File: config.mk
export PLATFORM = sky130hd
export DESIGN_NAME = mbox_req_arb
export DESIGN_NICKNAME = d
export VERILOG_FILES = /design/src/rtl/mbox_req_arb_pkg.sv /design/src/rtl/mbox_req_arb_pick.sv /design/src/rtl/mbox_req_arb.sv
export SDC_FILE = /design/constraint.sdc
export NUM_CORES = 1
export LEC_CHECK = 0
export ABC_AREA = 0
export CORE_UTILIZATION = 31
export CTS_BUF_LIST = sky130_fd_sc_hd__clkbuf_4
export DETAILED_ROUTE_END_ITERATION = 8
export PLACE_DENSITY = 0.65
export SYNTH_ARGS = -nofsm -noshare
export SYNTH_HDL_FRONTEND = slang
export SYNTH_HIERARCHICAL = 1
export SYNTH_SLANG_ARGS = --single-unit
File: constraint.sdc
create_clock -name clk -period 1.7 [get_ports clk]
set_input_delay 0.34 -clock clk [delete_from_list [all_inputs] [get_ports clk]]
set_output_delay 0.34 -clock clk [all_outputs]
set_load 0.05 [all_outputs]
File: src/rtl/mbox_req_arb_pkg.sv
// Shared types and defaults for the MBOX request arbiter.
// Owner encoding, FSM state codes and the ack decode helper live here so the
// arbiter top and its priority picker agree on them.
package mbox_req_arb_pkg;

   // Default WAIT-cycle budget before a silent cycle is declared NXM.
   localparam int TIMEOUT_DFLT    = 64;
   // Default number of consecutive EBOX grants tolerated while SWP waits.
   localparam int STARVE_MAX_DFLT = 4;

   // Physical address, PDP-10 bit numbering (bit 13 is the MSB).
   typedef logic [13:35] mboxAdrT;

   // Current owner of the MBOX port.
   typedef enum logic [1:0] {
      SRC_NONE = 2'd0,
      SRC_CHAN = 2'd1,
      SRC_EBOX = 2'd2,
      SRC_SWP  = 2'd3
   } mboxSrcT;

   // Cycle sequencer states (plain constants for legacy compatibility).
   localparam logic [1:0] ST_IDLE  = 2'd0;
   localparam logic [1:0] ST_ISSUE = 2'd1;
   localparam logic [1:0] ST_WAIT  = 2'd2;
   localparam logic [1:0] ST_DONE  = 2'd3;

   // Owner to one-hot ack vector, ordered {swp, ebox, chan}.
   function automatic logic [2:0] srcAckDecode(input mboxSrcT src);
      logic [2:0] vec;
      case (src)
         SRC_CHAN: vec = 3'b001;
         SRC_EBOX: vec = 3'b010;
         SRC_SWP:  vec = 3'b100;
         default:  vec = 3'b000;
      endcase
      return vec;
   endfunction

endpackage

File: src/rtl/mbox_req_arb_pick.sv
// Priority picker for the MBOX request arbiter.
// CHAN beats EBOX beats SWP, except that once EBOX has been granted
// STARVE_MAX times in a row while SWP was waiting, SWP jumps ahead of EBOX.
// The starve counter only moves while the sequencer is idle (strobe high),
// which is the only time the winner is actually taken.
module mbox_req_arb_pick
   import mbox_req_arb_pkg::*;
#(
   parameter int STARVE_MAX = STARVE_MAX_DFLT
) (
   input  logic    clk,
   input  logic    CROBAR,
   input  logic    chanReq,
   input  logic    eboxReq,
   input  logic    swpReq,
   input  logic    strobe,
   output mboxSrcT winSrc,
   output logic    grant
);

   localparam int CNT_W = $clog2(STARVE_MAX + 1);
   localparam logic [CNT_W-1:0] CNT_MAX  = CNT_W'(STARVE_MAX);
   localparam logic [CNT_W-1:0] CNT_ZERO = {CNT_W{1'b0}};
   localparam logic [CNT_W-1:0] CNT_ONE  = CNT_W'(1);

   logic [CNT_W-1:0] starveCnt;
   logic [CNT_W-1:0] starveNext;
   logic             atMax;

   assign atMax = (starveCnt == CNT_MAX);

   // Winner selection: fixed priority with the SWP anti-starvation override.
   always_comb begin
      winSrc = SRC_NONE;
      grant  = 1'b0;
      if (chanReq) begin
         winSrc = SRC_CHAN;
         grant  = 1'b1;
      end else if (swpReq && atMax) begin
         winSrc = SRC_SWP;
         grant  = 1'b1;
      end else if (eboxReq) begin
         winSrc = SRC_EBOX;
         grant  = 1'b1;
      end else if (swpReq) begin
         winSrc = SRC_SWP;
         grant  = 1'b1;
      end else begin
         winSrc = SRC_NONE;
         grant  = 1'b0;
      end
   end

   // Starve count update: count EBOX wins over a waiting SWP, clear when SWP wins or stops asking.
   always_comb begin
      starveNext = starveCnt;
      if (strobe) begin
         if (grant && (winSrc == SRC_SWP)) begin
            starveNext = CNT_ZERO;
         end else if (!swpReq) begin
            starveNext = CNT_ZERO;
         end else if (grant && (winSrc == SRC_EBOX) && !atMax) begin
            starveNext = starveCnt + CNT_ONE;
         end else begin
            starveNext = starveCnt;
         end
      end else begin
         starveNext = starveCnt;
      end
   end

   // Starve counter register.
   always_ff @(posedge clk) begin
      if (CROBAR) begin
         starveCnt <= CNT_ZERO;
      end else begin
         starveCnt <= starveNext;
      end
   end

endmodule

File: src/rtl/mbox_req_arb.sv
// MBOX request arbiter.
// Picks one of CHAN / EBOX / SWP, latches its address and write flag, strobes
// MBOX_REQ, then waits for completion, a retry demand or a timeout, and finally
// pulses the owner's ack. A silent cycle is ended after TIMEOUT WAIT cycles and
// reported as NXM. Every output comes straight from a flop.
module mbox_req_arb
   import mbox_req_arb_pkg::*;
#(
   parameter int TIMEOUT    = TIMEOUT_DFLT,
   parameter int STARVE_MAX = STARVE_MAX_DFLT
) (
   input  logic       clk,
   input  logic       CROBAR,
   input  logic       chanReq,
   input  mboxAdrT    chanAdr,
   input  logic       chanWrite,
   input  logic       eboxReq,
   input  mboxAdrT    eboxAdr,
   input  logic       eboxWrite,
   input  logic       swpReq,
   input  mboxAdrT    swpAdr,
   input  logic       swpWrite,
   input  logic       mboxRespIn,
   input  logic       mboxRetry,
   output logic       MBOX_REQ,
   output mboxAdrT    MBOX_ADR,
   output logic       MBOX_WR,
   output logic [1:0] MBOX_SRC,
   output logic       chanAck,
   output logic       eboxAck,
   output logic       swpAck,
   output logic       ackErr,
   output logic       memTimeout,
   output logic       busy
);

   // One extra bit so the terminal count is representable without wrap.
   localparam int TMR_W = $clog2(TIMEOUT) + 1;
   localparam logic [TMR_W-1:0] TMR_LAST = TMR_W'(TIMEOUT - 1);
   localparam logic [TMR_W-1:0] TMR_ZERO = {TMR_W{1'b0}};
   localparam logic [TMR_W-1:0] TMR_ONE  = TMR_W'(1);
   localparam mboxAdrT          ADR_ZERO = 23'd0;

   logic [1:0]       state;
   logic [1:0]       nextState;
   logic [TMR_W-1:0] timer;
   mboxSrcT          curSrc;
   mboxSrcT          winSrc;
   logic             grant;
   logic             idleStrobe;
   mboxAdrT          winAdr;
   logic             winWr;
   logic [2:0]       ackVec;
   logic             respHit;
   logic             retryHit;
   logic             timeoutHit;
   logic             enterDone;

   assign idleStrobe = (state == ST_IDLE);
   assign MBOX_SRC   = curSrc;

   mbox_req_arb_pick #(
      .STARVE_MAX (STARVE_MAX)
   ) uPick (
      .clk     (clk),
      .CROBAR  (CROBAR),
      .chanReq (chanReq),
      .eboxReq (eboxReq),
      .swpReq  (swpReq),
      .strobe  (idleStrobe),
      .winSrc  (winSrc),
      .grant   (grant)
   );

   // Route the winning requester's address and write flag toward the latches.
   always_comb begin
      winAdr = ADR_ZERO;
      winWr  = 1'b0;
      case (winSrc)
         SRC_CHAN: begin
            winAdr = chanAdr;
            winWr  = chanWrite;
         end
         SRC_EBOX: begin
            winAdr = eboxAdr;
            winWr  = eboxWrite;
         end
         SRC_SWP: begin
            winAdr = swpAdr;
            winWr  = swpWrite;
         end
         default: begin
            winAdr = ADR_ZERO;
            winWr  = 1'b0;
         end
      endcase
   end

   // WAIT-state events in precedence order: response, then retry, then timeout.
   always_comb begin
      respHit    = 1'b0;
      retryHit   = 1'b0;
      timeoutHit = 1'b0;
      if (state == ST_WAIT) begin
         respHit    = mboxRespIn;
         retryHit   = !mboxRespIn && mboxRetry;
         timeoutHit = !mboxRespIn && !mboxRetry && (timer == TMR_LAST);
      end else begin
         respHit    = 1'b0;
         retryHit   = 1'b0;
         timeoutHit = 1'b0;
      end
   end

   // Cycle sequencer next-state decode.
   always_comb begin
      nextState = state;
      case (state)
         ST_IDLE: begin
            if (grant) begin
               nextState = ST_ISSUE;
            end else begin
               nextState = ST_IDLE;
            end
         end
         ST_ISSUE: nextState = ST_WAIT;
         ST_WAIT: begin
            if (respHit || timeoutHit) begin
               nextState = ST_DONE;
            end else if (retryHit) begin
               nextState = ST_ISSUE;
            end else begin
               nextState = ST_WAIT;
            end
         end
         ST_DONE: nextState = ST_IDLE;
         default: nextState = ST_IDLE;
      endcase
   end

   assign enterDone = (state == ST_WAIT) && (nextState == ST_DONE);
   assign ackVec    = srcAckDecode(curSrc);

   // State register plus the MBOX_REQ strobe and busy flag that follow it.
   always_ff @(posedge clk) begin
      if (CROBAR) begin
         state    <= ST_IDLE;
         MBOX_REQ <= 1'b0;
         busy     <= 1'b0;
      end else begin
         state    <= nextState;
         MBOX_REQ <= (nextState == ST_ISSUE);
         busy     <= (nextState != ST_IDLE);
      end
   end

   // WAIT timer: zeroed on every issue, counts up while waiting.
   always_ff @(posedge clk) begin
      if (CROBAR) begin
         timer <= TMR_ZERO;
      end else begin
         case (state)
            ST_ISSUE: timer <= TMR_ZERO;
            ST_WAIT:  timer <= timer + TMR_ONE;
            default:  timer <= timer;
         endcase
      end
   end

   // Cycle latches: capture the winner in IDLE, hold through DONE, clear on the way back to IDLE.
   always_ff @(posedge clk) begin
      if (CROBAR) begin
         curSrc   <= SRC_NONE;
         MBOX_ADR <= ADR_ZERO;
         MBOX_WR  <= 1'b0;
      end else begin
         case (state)
            ST_IDLE: begin
               if (grant) begin
                  curSrc   <= winSrc;
                  MBOX_ADR <= winAdr;
                  MBOX_WR  <= winWr;
               end else begin
                  curSrc   <= SRC_NONE;
                  MBOX_ADR <= ADR_ZERO;
                  MBOX_WR  <= 1'b0;
               end
            end
            ST_DONE: begin
               curSrc   <= SRC_NONE;
               MBOX_ADR <= ADR_ZERO;
               MBOX_WR  <= 1'b0;
            end
            default: begin
               curSrc   <= curSrc;
               MBOX_ADR <= MBOX_ADR;
               MBOX_WR  <= MBOX_WR;
            end
         endcase
      end
   end

   // Completion pulses: owner ack with error qualifier, and the NXM pulse on timeout.
   always_ff @(posedge clk) begin
      if (CROBAR) begin
         chanAck    <= 1'b0;
         eboxAck    <= 1'b0;
         swpAck     <= 1'b0;
         ackErr     <= 1'b0;
         memTimeout <= 1'b0;
      end else begin
         chanAck    <= enterDone & ackVec[0];
         eboxAck    <= enterDone & ackVec[1];
         swpAck     <= enterDone & ackVec[2];
         ackErr     <= timeoutHit;
         memTimeout <= timeoutHit;
      end
   end

endmodule
==> results.txt, run 1 <==
Register bit count reported by yosys: 44
Chip width: 91.10 um
Fin crit share: 0.9418
I/O Buffers: 111
WHS: 0.4561 ns
Unrepaired setup endpoints after global routing: false
Post-DP HPWL: 5052 um
Final Hold Fails: 0
Area grow syn2layout: 61.11%
Seq/Total Area, Yosys: 0.3579
GP Congestion: 0.7508
Setup Crit Path Kind: flop to flop
Placed Instances: 467
Post-synth EDFFs: 0
GRT Overall Usage: 0.1589
Warnings, synthesis: 6
Final min period: 1.601 ns
Post-DRT Antenna Nets: 0
Vias in the first global route: 2,231
Clk root buf: clkbuf_4
Status: complete, no violations
DRC viols: 0
Worst-path clk slew: 0.15 ns
Mapped Area: 2461 um2
Vias: 2,304
Avg Synthesized Cell Area: 9.884 um2
Synth cell count leaders: 44 x dfxtp_1, 37 x nand2_1, 19 x a22oi_2, 19 x mux2_4, 19 x o21ai_1
Crit path DAT: 1.91 ns
Synth area leader: dfxtp_1
Sink Count: 44
Std-Cell Rows: 32
Final Non-Filler Cells: 484
Mapped Cells: 249
Fmax: 0.6246 GHz
Number of antenna violations at the first check in global routing: 0
Worst setup SP type: flop
P_leak: 0.001609 uW
Top cell type's share of synthesized area: 0.3579
Peak supply drop: 0.4474 mV
Ys flop type: dfxtp_1
Core outline area: 7687 um2
Mapped Nets: 334
Antenna diode count: 0
H-tree levels: 2
CTS tree: yes
Slew headroom: 0.7896
Crit-path leading delay family: compound AO/OA/AOI/OAI gates
I/O pin count: 112
Data required, critical path: 2.01 ns
Synth unique cells: 46
Post-Route WL: 6858 um
Critical Path Fanout Max: 7
Pins over their slew limit: 0
Slew @ Worst Pin: 0.3128 ns
Post-synthesis async set-or-reset flop share: 0
Setup TNS: 0 ns
Die Ht: 91.10 um
Final #Nets: 466
Worst hold path class: flop to flop
Crit-path max cell delay: 0.36 ns
Highest-delay cell along the critical path: dfxtp_2
Post-DR vias/cell: 4.760
Clock Latency Late Sink: 0.38 ns
DRT Pass-1 Iters: 4
Detailed Route Iter0 Violations: 36
Max cap viols: 0
First-pass GRT wire length: 10,610 um
Hold_buf cts: 0
Pwr/cell area: 722.4 nW/um2
Most instantiated library cell after synthesis: dfxtp_1
CP endpoint kind: flop
Setup-failing EPs final: 0
CTS buffer count: 5
WP buf/inv: 2
Max Root-Sink Buffers: 2
Clk_skew: 0.02057 ns
Total gr overflow: 0
Total die area: 8299 um2
Critical Path Most Common Cell: nand2_2
Largest net degree at the start of global routing: 25
Wire per inst: 14.17 um
Layout cells sized above 1: 0.3586
Initial Util: 0.3201
Critical-path cell list: inv_2 > ha_4 > nand2_2 > nand2_2 > a21o_4 > nor2b_4 > buf_12 > a22oi_1 > o21ai_1
Top cells by area in the synthesized netlist: dfxtp_1 36%, mux2_4 12%, a22oi_2 9.7%
layout by cell type, fill, tap and decap left out, types with 6 or more instances in the layout:
cell type,instances
clkdlybuf4s50_1,75
buf_4,55
dfxtp_1,42
nand2_1,35
o21ai_1,21
mux2_4,19
a22oi_2,19
a21oi_1,8
inv_1,7
o21ai_0,6
final timing paths:
kind / from / end / slack (ns) / cells past startpoint
setup / recovery: uPick/starveCnt[1] / MBOX_ADR[11] / 0.1 / 9
setup reg to reg: uPick/starveCnt[1] / MBOX_ADR[11] / 0.1 / 9
hold / removal: MBOX_ADR[17] / MBOX_ADR[17] / 0.46 / 2
hold reg to reg: MBOX_ADR[17] / MBOX_ADR[17] / 0.46 / 2
logic make-up (layout without fill, tap and decap cells):
group / Yosys count / after routing / share of synthesized area
fa+ha+maj: 6 / 6 / 0.03050
mux: 24 / 24 / 0.1388
buf+inv: 27 / 160 / 0.07117
simple gates: 71 / 71 / 0.1439
compound gates: 74 / 74 / 0.2471
xor+xnor: 3 / 3 / 0.01068
flops: 44 / 44 / 0.3579
what timing repair did:
| item | 4_1_cts | 5_1_grt |
|---|---|---|
| hold endpoints to repair | 0 | 0 |
| setup buffers | 0 | 7 |
| gates resized for setup | 1 | 17 |
| setup endpoints to repair | 1 | 30 |
| pin swaps | 0 | 5 |
| cloned | 0 | 2 |
cell type report:
cell class	instances	area [um2]
Clock buffer	5	37.54
Multi-Input combinational cell	178	1463
Fill cell	734	3722
Clock inverter	3	42.54
Inverter	10	37.54
Timing Repair Buffer	142	1374
Sequential cell	44	883.3
Tap cell	102	127.6
registers in the layout, summed over array words and instances (netlist names):
signal	flops
MBOX_SRC	2
state	2
MBOX_WR	1
MBOX_REQ	1
timer	7
busy	1
eboxAck	1
MBOX_ADR	23
uPick/starveCnt	3
memTimeout	1
swpAck	1
chanAck	1
power breakdown:
| group | switching (uW) | leakage, uW | internal [uW] | total [uW] |
|---|---|---|---|---|
| combinational | 536 | 0.00121 | 518 | 1050 |
| clock | 362 | 0.0000412 | 307 | 668 |
| sequential | 41.6 | 0.000360 | 1100 | 1140 |
| total | 940 | 0.00161 | 1920 | 2860 |
routing by layer:
| metal | global-route usage | share of wire | routed length, um | vias to the layer above |
|---|---|---|---|---|
| met2 | 0.2797 | 0.48 | 3301 | 74 |
| li1 | - | - | - | 1159 |
| met3 | 0.03601 | 0.055 | 380 | 8 |
| met5 | 0 | 0 | 0 | - |
| met1 | 0.1917 | 0.45 | 3101 | 1063 |
| met4 | 0.04762 | 0.011 | 75 | 0 |
tightest hold or removal path, delay by kind of cell (launching register included):
family / cells / cell delay, ns
DFF: 1 / 0.34
and+or+nand+nor: 1 / 0.05
AOI/OAI and AO/OA: 1 / 0.05
stage by stage:
step                        util  instance area (um2)  worst slack, ns  power [uW]
after floorplan                -                 2490          0.01918        1764
after global placement    0.4850                 3729          -0.2961        2161
after detailed placement  0.4850                 3729          -0.3106        2173
after CTS                 0.4956                 3810          0.01059        2832
after global routing      0.5158                 3965         0.001385        2991
final                     0.5158                 3965          0.09902        2864
Note: power is estimated with default switching activity, not from simulation.
==> run 2, diff against run 1 <==
--- a/config.mk
+++ b/config.mk
@@ -9,6 +9,7 @@
 export CORE_UTILIZATION = 31
 export CTS_BUF_LIST = sky130_fd_sc_hd__clkbuf_4
 export DETAILED_ROUTE_END_ITERATION = 8
+export GPL_TIMING_DRIVEN = 0
 export PLACE_DENSITY = 0.65
 export SYNTH_ARGS = -nofsm -noshare
 export SYNTH_HDL_FRONTEND = slang
==> run 2 against run 1 <==
Effect of this change: sequential power about the same; utilization decreased by 0.46 points; clock-buffer cell count unchanged; power decreased by 7.4%; non-clock buffer count decreased by 3; via count unchanged; clock skew about the same; final cell count decreased by 0.62%; worst hold slack got worse by 0.0067 ns; largest cell class unchanged.
==> results.txt, run 2 (synthesized netlist as in run 1, its figures left out) <==
Slew headroom: 0.6424
I/O pin count: 112
Total die area: 8299 um2
Fin crit share: 0.9511
Final Hold Fails: 0
Max cap viols: 0
Setup slack, reg-to-reg: 0.10 ns
Largest Register: MBOX_ADR
Setup Crit Path Kind: input pin to flop
Placed Instances: 462
Antenna diode count: 0
Reg-to-reg endpoint: MBOX_ADR[18]
Wire per inst: 14.27 um
Data required, critical path: 1.97 ns
Reg2reg path depth: 9
Die Ht: 91.10 um
Number of antenna violations at the first check in global routing: 0
Top layer in use: met4
Cell Area, Placed: 3729 um2
CTS tree: yes
Core outline area: 7687 um2
Post-DP HPWL: 5018 um
Final Instance Area: 3930 um2
Clk_skew: 0.02015 ns
Status: complete, no violations
Final Non-Filler Cells: 481
Metal1 wirelength: 3085 um
Std-Cell Rows: 32
Detailed Route Iter0 Violations: 52
Final min period: 1.617 ns
Sink Count: 44
P_leak: 0.001628 uW
Final #Nets: 463
WHS: 0.4494 ns
Vias in the first global route: 2,233
Crit path to: MBOX_ADR[1]
GP Congestion: 0.7482
Clock Latency Late Sink: 0.36 ns
Multi-input gate area: 1445 um2
H-tree levels: 2
GRT Overall Usage: 0.1654
Critical R2R Launch: uPick/starveCnt[0]
Most common cell after layout, fill and taps aside: clkdlybuf4s50_1
WL met3: 428 um
Worst-path clk slew: 0.14 ns
Largest regs: MBOX_ADR x23, timer x7, uPick/starveCnt x3
Largest net degree at the start of global routing: 15
Critical Path Fanout Max: 10
Max Root-Sink Buffers: 2
Chip width: 91.10 um
Pins over their slew limit: 0
Slew @ Worst Pin: 0.5385 ns
Setup-failing EPs final: 0
Wire length on met2: 3317 um
Vias: 2,304
Layout cells sized above 1: 0.2691
Post-DRT Antenna Nets: 0
Post-Route WL: 6862 um
Fmax: 0.6185 GHz
Switching Share: 0.3464
I/O Buffers: 111
Leading cell types in the layout, fill and taps excluded: 76 x clkdlybuf4s50_1, 40 x dfxtp_1, 35 x nand2_1
Final Util: 0.5112
Clock network power share: 0.191
Unrepaired setup endpoints after global routing: false
DRC viols: 0
Clk root buf: clkbuf_4
Area grow syn2layout: 59.68%
Post-DR vias/cell: 4.790
Setup TNS: 0 ns
FILL cells: 721
Crit path DAT: 1.89 ns
Net Switching: 918.4 uW
Largest register FFs: 23
First-pass GRT wire length: 11,030 um
Pwr/cell area: 674.6 nW/um2
CTS buffer count: 5
Sequential share of power: 0.430
CP endpoint kind: flop
FF+latch area: 888.4 um2
Peak supply drop: 0.3761 mV
Crit path from: chanReq
P_int: 1733 uW
Logic gate share of total power: 0.379
DRT Pass-1 Iters: 4
Worst setup SP type: input pin
Worst hold path class: flop to flop
Total gr overflow: 0
Initial Util: 0.3201
-- run 2: cell count changes in the layout (fill, tap and decap cells not counted), moves of 3 or more --
cell and delta:
buf_4 -40, dlygate4sd2_1 +31, buf_8 +3, buf_12 -3
-- run 2: worst min path at each step --
stage                      start                 end  slack, ns  depth (start not counted)
CTS                 MBOX_ADR[16]        MBOX_ADR[16]       0.46                          2
detailed placement  MBOX_ADR[16]        MBOX_ADR[16]       0.44                          2
global placement         MBOX_WR             MBOX_WR       0.43                          2
global route             eboxReq  uPick/starveCnt[0]       0.45                          3
floorplan                 CROBAR  uPick/starveCnt[0]       0.41                          1
finish              MBOX_ADR[11]        MBOX_ADR[11]       0.45                          2
-- run 2: critical path, cell delays in order --
cell             delay [ns]
clkdlybuf4s50_1        0.50
or3_4                  0.38
and2b_2                0.24
o2111ai_4              0.13
clkbuf_8               0.23
o21ai_1                0.07
-- run 2: what timing repair did --
action / CTS / global route
endpoints found under the setup margin: 62 / 33
hold buffers: 0 / 0
gates cloned: 2 / 1
pin swaps: 3 / 4
resized for setup: 43 / 29
buffers inserted: 5 / 4
-- run 2: layout make-up --
| class | count | area share |
|---|---|---|
| Inverter | 10 | 0.009551 |
| Multi-Input combinational cell | 178 | 0.3677 |
| Timing Repair Buffer | 123 | 0.3044 |
| Sequential cell | 44 | 0.2260 |
| Clock inverter | 3 | 0.004776 |
| Tap cell | 102 | 0.03247 |
| Buffer | 16 | 0.04553 |
| Clock buffer | 5 | 0.009551 |
-- run 2: power by group through the flow --
stage	registers, uW	logic, uW	clock network (uW)
2_1_floorplan	1370	391	0
3_3_place_gp	1160	990	0
3_5_place_dp	1160	997	0
4_1_cts	1140	989	531
5_1_grt	1150	1070	572
6_report	1140	1000	507
-- run 2: metrics by stage --
step                      setup WS [ns]  power (uW)
after floorplan                 0.01918        1764
after global placement          -0.4958        2151
after detailed placement        -0.5173        2160
after CTS                      0.003351        2659
after global routing           0.004650        2792
final                           0.08309        2651
-- run 2: metal layers --
metal  track usage  up-vias
li1              -     1155
met1        0.2076     1079
met2        0.2790       68
met3       0.04941        2
met4       0.03571        0
met5             0        -
==> variant (flow settings as in run 1) <==
`STARVE_MAX_DFLT`: 4 -> 8.
--- a/src/rtl/mbox_req_arb_pkg.sv
+++ b/src/rtl/mbox_req_arb_pkg.sv
@@ -8,3 +8,3 @@
    // Default number of consecutive EBOX grants tolerated while SWP waits.
-   localparam int STARVE_MAX_DFLT = 4;
+   localparam int STARVE_MAX_DFLT = 8;
 
Behaviour: same outputs for any inputs over 10 cycles, from zero or initial values; that may be too few to reach the edited logic, so the function may still have changed.
==> variant against run 1 <==
Sequential cell count grew 1. Setup slack lost 99 ps. Routed wire length grew 4.9%. Design area shrank 0.13%. Total power shrank 4.7%. Cell count grew 1.2%. Clock skew grew 2.3 ps. Synthesized area grew 3.6%. Critical endpoint is now MBOX_ADR[4]. Highest routed layer unchanged.
==> variant: results (changes against run 1) <==
sta:
  fin_worst_skew_ps: 22.86  # +2.298 ps
  slew_viol_final: 0  # unchanged
  relSlewSlack: 0.6035  # -0.1861
drt:
  m1WireLength_mm: 3.041  # -1.9%
  routed_via_density: 4.861  # +2.1%
  wl_met2_mm: 3.561  # +7.9%
  wl_per_cell_um: 14.68  # +3.6%
  routed_wl_mm: 7.191  # +4.9%
  first_iter_violations: 106  # +190%
  wl_met3_um: 509  # +34%
  post-route-drc-count: 0  # unchanged
  drtPass1Iterations: 4  # unchanged
  routed.top_layer: "met4"
outcome:
  outcome: "completed"
synth:
  synthCells: 260  # +4.4%
  synth_common_cells: "dfxtp_1 (45), nand2_1 (37), a22oi_2 (19), mux2_4 (19), o21ai_1 (19)"
  async_flop_share: 0  # unchanged
  synth_edf_count: 0  # unchanged
  yosysSeqAreaShare: 0.3533  # -0.004618
  synth.distinct_cells: 45  # -2.2%
  synth_fp_nets: 345  # +3.3%
  synth_warnings: 6  # unchanged
  synth_area_leaders: "dfxtp_1 (35%), mux2_4 (11%), a22oi_2 (9.3%)"
clock_network:
  path_clk_slew_ps: 150  # about the same
  cts.path.max_buffers: 2  # unchanged
  h-tree-depth: 2  # unchanged
  holdBufCountCts: 0  # unchanged
  clk_latency_ps: 370
  numCtsBuffers: 5  # unchanged
  cts.root.buffer_cell: "clkbuf_4"
cells_and_area:
  fillers: 737  # +0.41%
  final_net_count: 472  # +1.3%
  layout-drive-gt1-share: 0.3402  # -0.01843
  largest_reg_flops: 23  # unchanged
  diodes: 0  # unchanged
  biggestRegsByFlops: "MBOX_ADR (23), timer (7), uPick/starveCnt (4)"
setup_path:
  cp.arrival_ps: 2020  # +110 ps
  worst_r2r_path_depth: 10  # +1
  cp_max_fo: 8  # +1
placed_design:
  routabilityCongestion: 0.7762  # +3.4%
  postPlaceCellArea_mm2: 0.003821  # +2.5%
  port_buffers: 111  # unchanged
  hpwl_mm: 5.362  # +6.1%
  numPlacedInstances: 478  # +2.4%
grt:
  grt_usage: 0.1688  # +0.009906
  grt_pass1_wl_mm: 11.45  # +7.9%
  grt_antenna_before_repair: 0  # unchanged
  grt_max_degree: 25  # unchanged
power_and_ir_drop:
  p_leak_nw: 1.569  # -2.5%
  peakVddDrop_mv: 0.3953  # -12%
  cell_internal_pwr_mw: 1.778  # -7.6%
worst_hold_path:
  hold_depth: 2  # unchanged
  min_path_type: "reg2reg"
variant: cell count changes after synthesis, sizes merged, moves of 2 or more:
cell / before / now
nand3b: 0 / 3
nand4: 4 / 7
a21oi: 8 / 10
inv: 10 / 8
o32ai: 2 / 0
variant: final timing paths:
check | startpoint | endpoint | slack (ps)
worst min-delay path | MBOX_ADR[9] | MBOX_ADR[9] | 460
worst max register to register | uPick/starveCnt[1] | MBOX_ADR[4] | 0.2
worst min register to register | MBOX_ADR[9] | MBOX_ADR[9] | 460
worst max-delay path | uPick/starveCnt[1] | MBOX_ADR[4] | 0.2
variant: logic make-up after synthesis:
logic type | Yosys count | share of synthesized area
and+or+nand+nor | 79 | 0.1639
AOI/OAI and AO/OA | 76 | 0.2380
DFF | 45 | 0.3533
buffers and inverters | 26 | 0.06771
muxes | 24 | 0.1340
adders and majority gates | 6 | 0.02944
xor gates and xnor gates | 4 | 0.01374
variant: critical path, stage by stage (launching register included):
cell      delay [ps]
dfxtp_2          360
inv_2             50
ha_4             150
nand3b_1         120
nand2_1           70
a21o_1           190
buf_12           140
nor2b_4          180
buf_8            170
a22oi_2           80
o21ai_1          140
variant: repair_timing:
item | 4_1_cts | 5_1_grt
gates resized for setup | 13 | 5
setup endpoints to repair | 24 | 24
pin swaps | 12 | 24
setup buffers | 4 | 1
cloned | 1 | 0
variant: metal layers:
| metal | vias up | global-route usage |
|---|---|---|
| met1 | 1102 | 0.1980 |
| met2 | 77 | 0.3049 |
| li1 | 1196 | - |
| met3 | 7 | 0.04187 |
| met4 | 0 | 0.04359 |
| met5 | - | 0 |
variant: power by group through the flow:
| stage | combinational [mW] | clock, mW | sequential [mW] |
|---|---|---|---|
| floorplan | 0.397 | 0 | 1.40 |
| detailed placement | 1.01 | 0 | 1.19 |
| finish | 1.03 | 0.532 | 1.16 |
| global route | 1.10 | 0.597 | 1.17 |
| global placement | 1.00 | 0 | 1.19 |
| CTS | 1.04 | 0.560 | 1.17 |
variant: area by class of cell:
| type | count | share of cell area |
|---|---|---|
| clock inverter | 3 | 0.005371 |
| timing repair buffer | 138 | 0.3295 |
| inverter | 8 | 0.007583 |
| tap | 102 | 0.03223 |
| multi-input combinational | 189 | 0.3877 |
| clock buffer | 5 | 0.009479 |
| sequential | 45 | 0.2281 |
variant: metrics by stage:
step           setup WS, ps  hold slack (ps)  setup TNS, ps    util
2_1_floorplan         14.18            401.7              0       -
3_3_place_gp         -262.5            435.8          -6684  0.4869
3_5_place_dp         -324.1            441.0          -7662  0.4869
4_1_cts              -34.76            460.7         -261.8  0.5067
5_1_grt              -94.47            474.9          -1357  0.5046
6_report             0.2354            456.1              0  0.5046
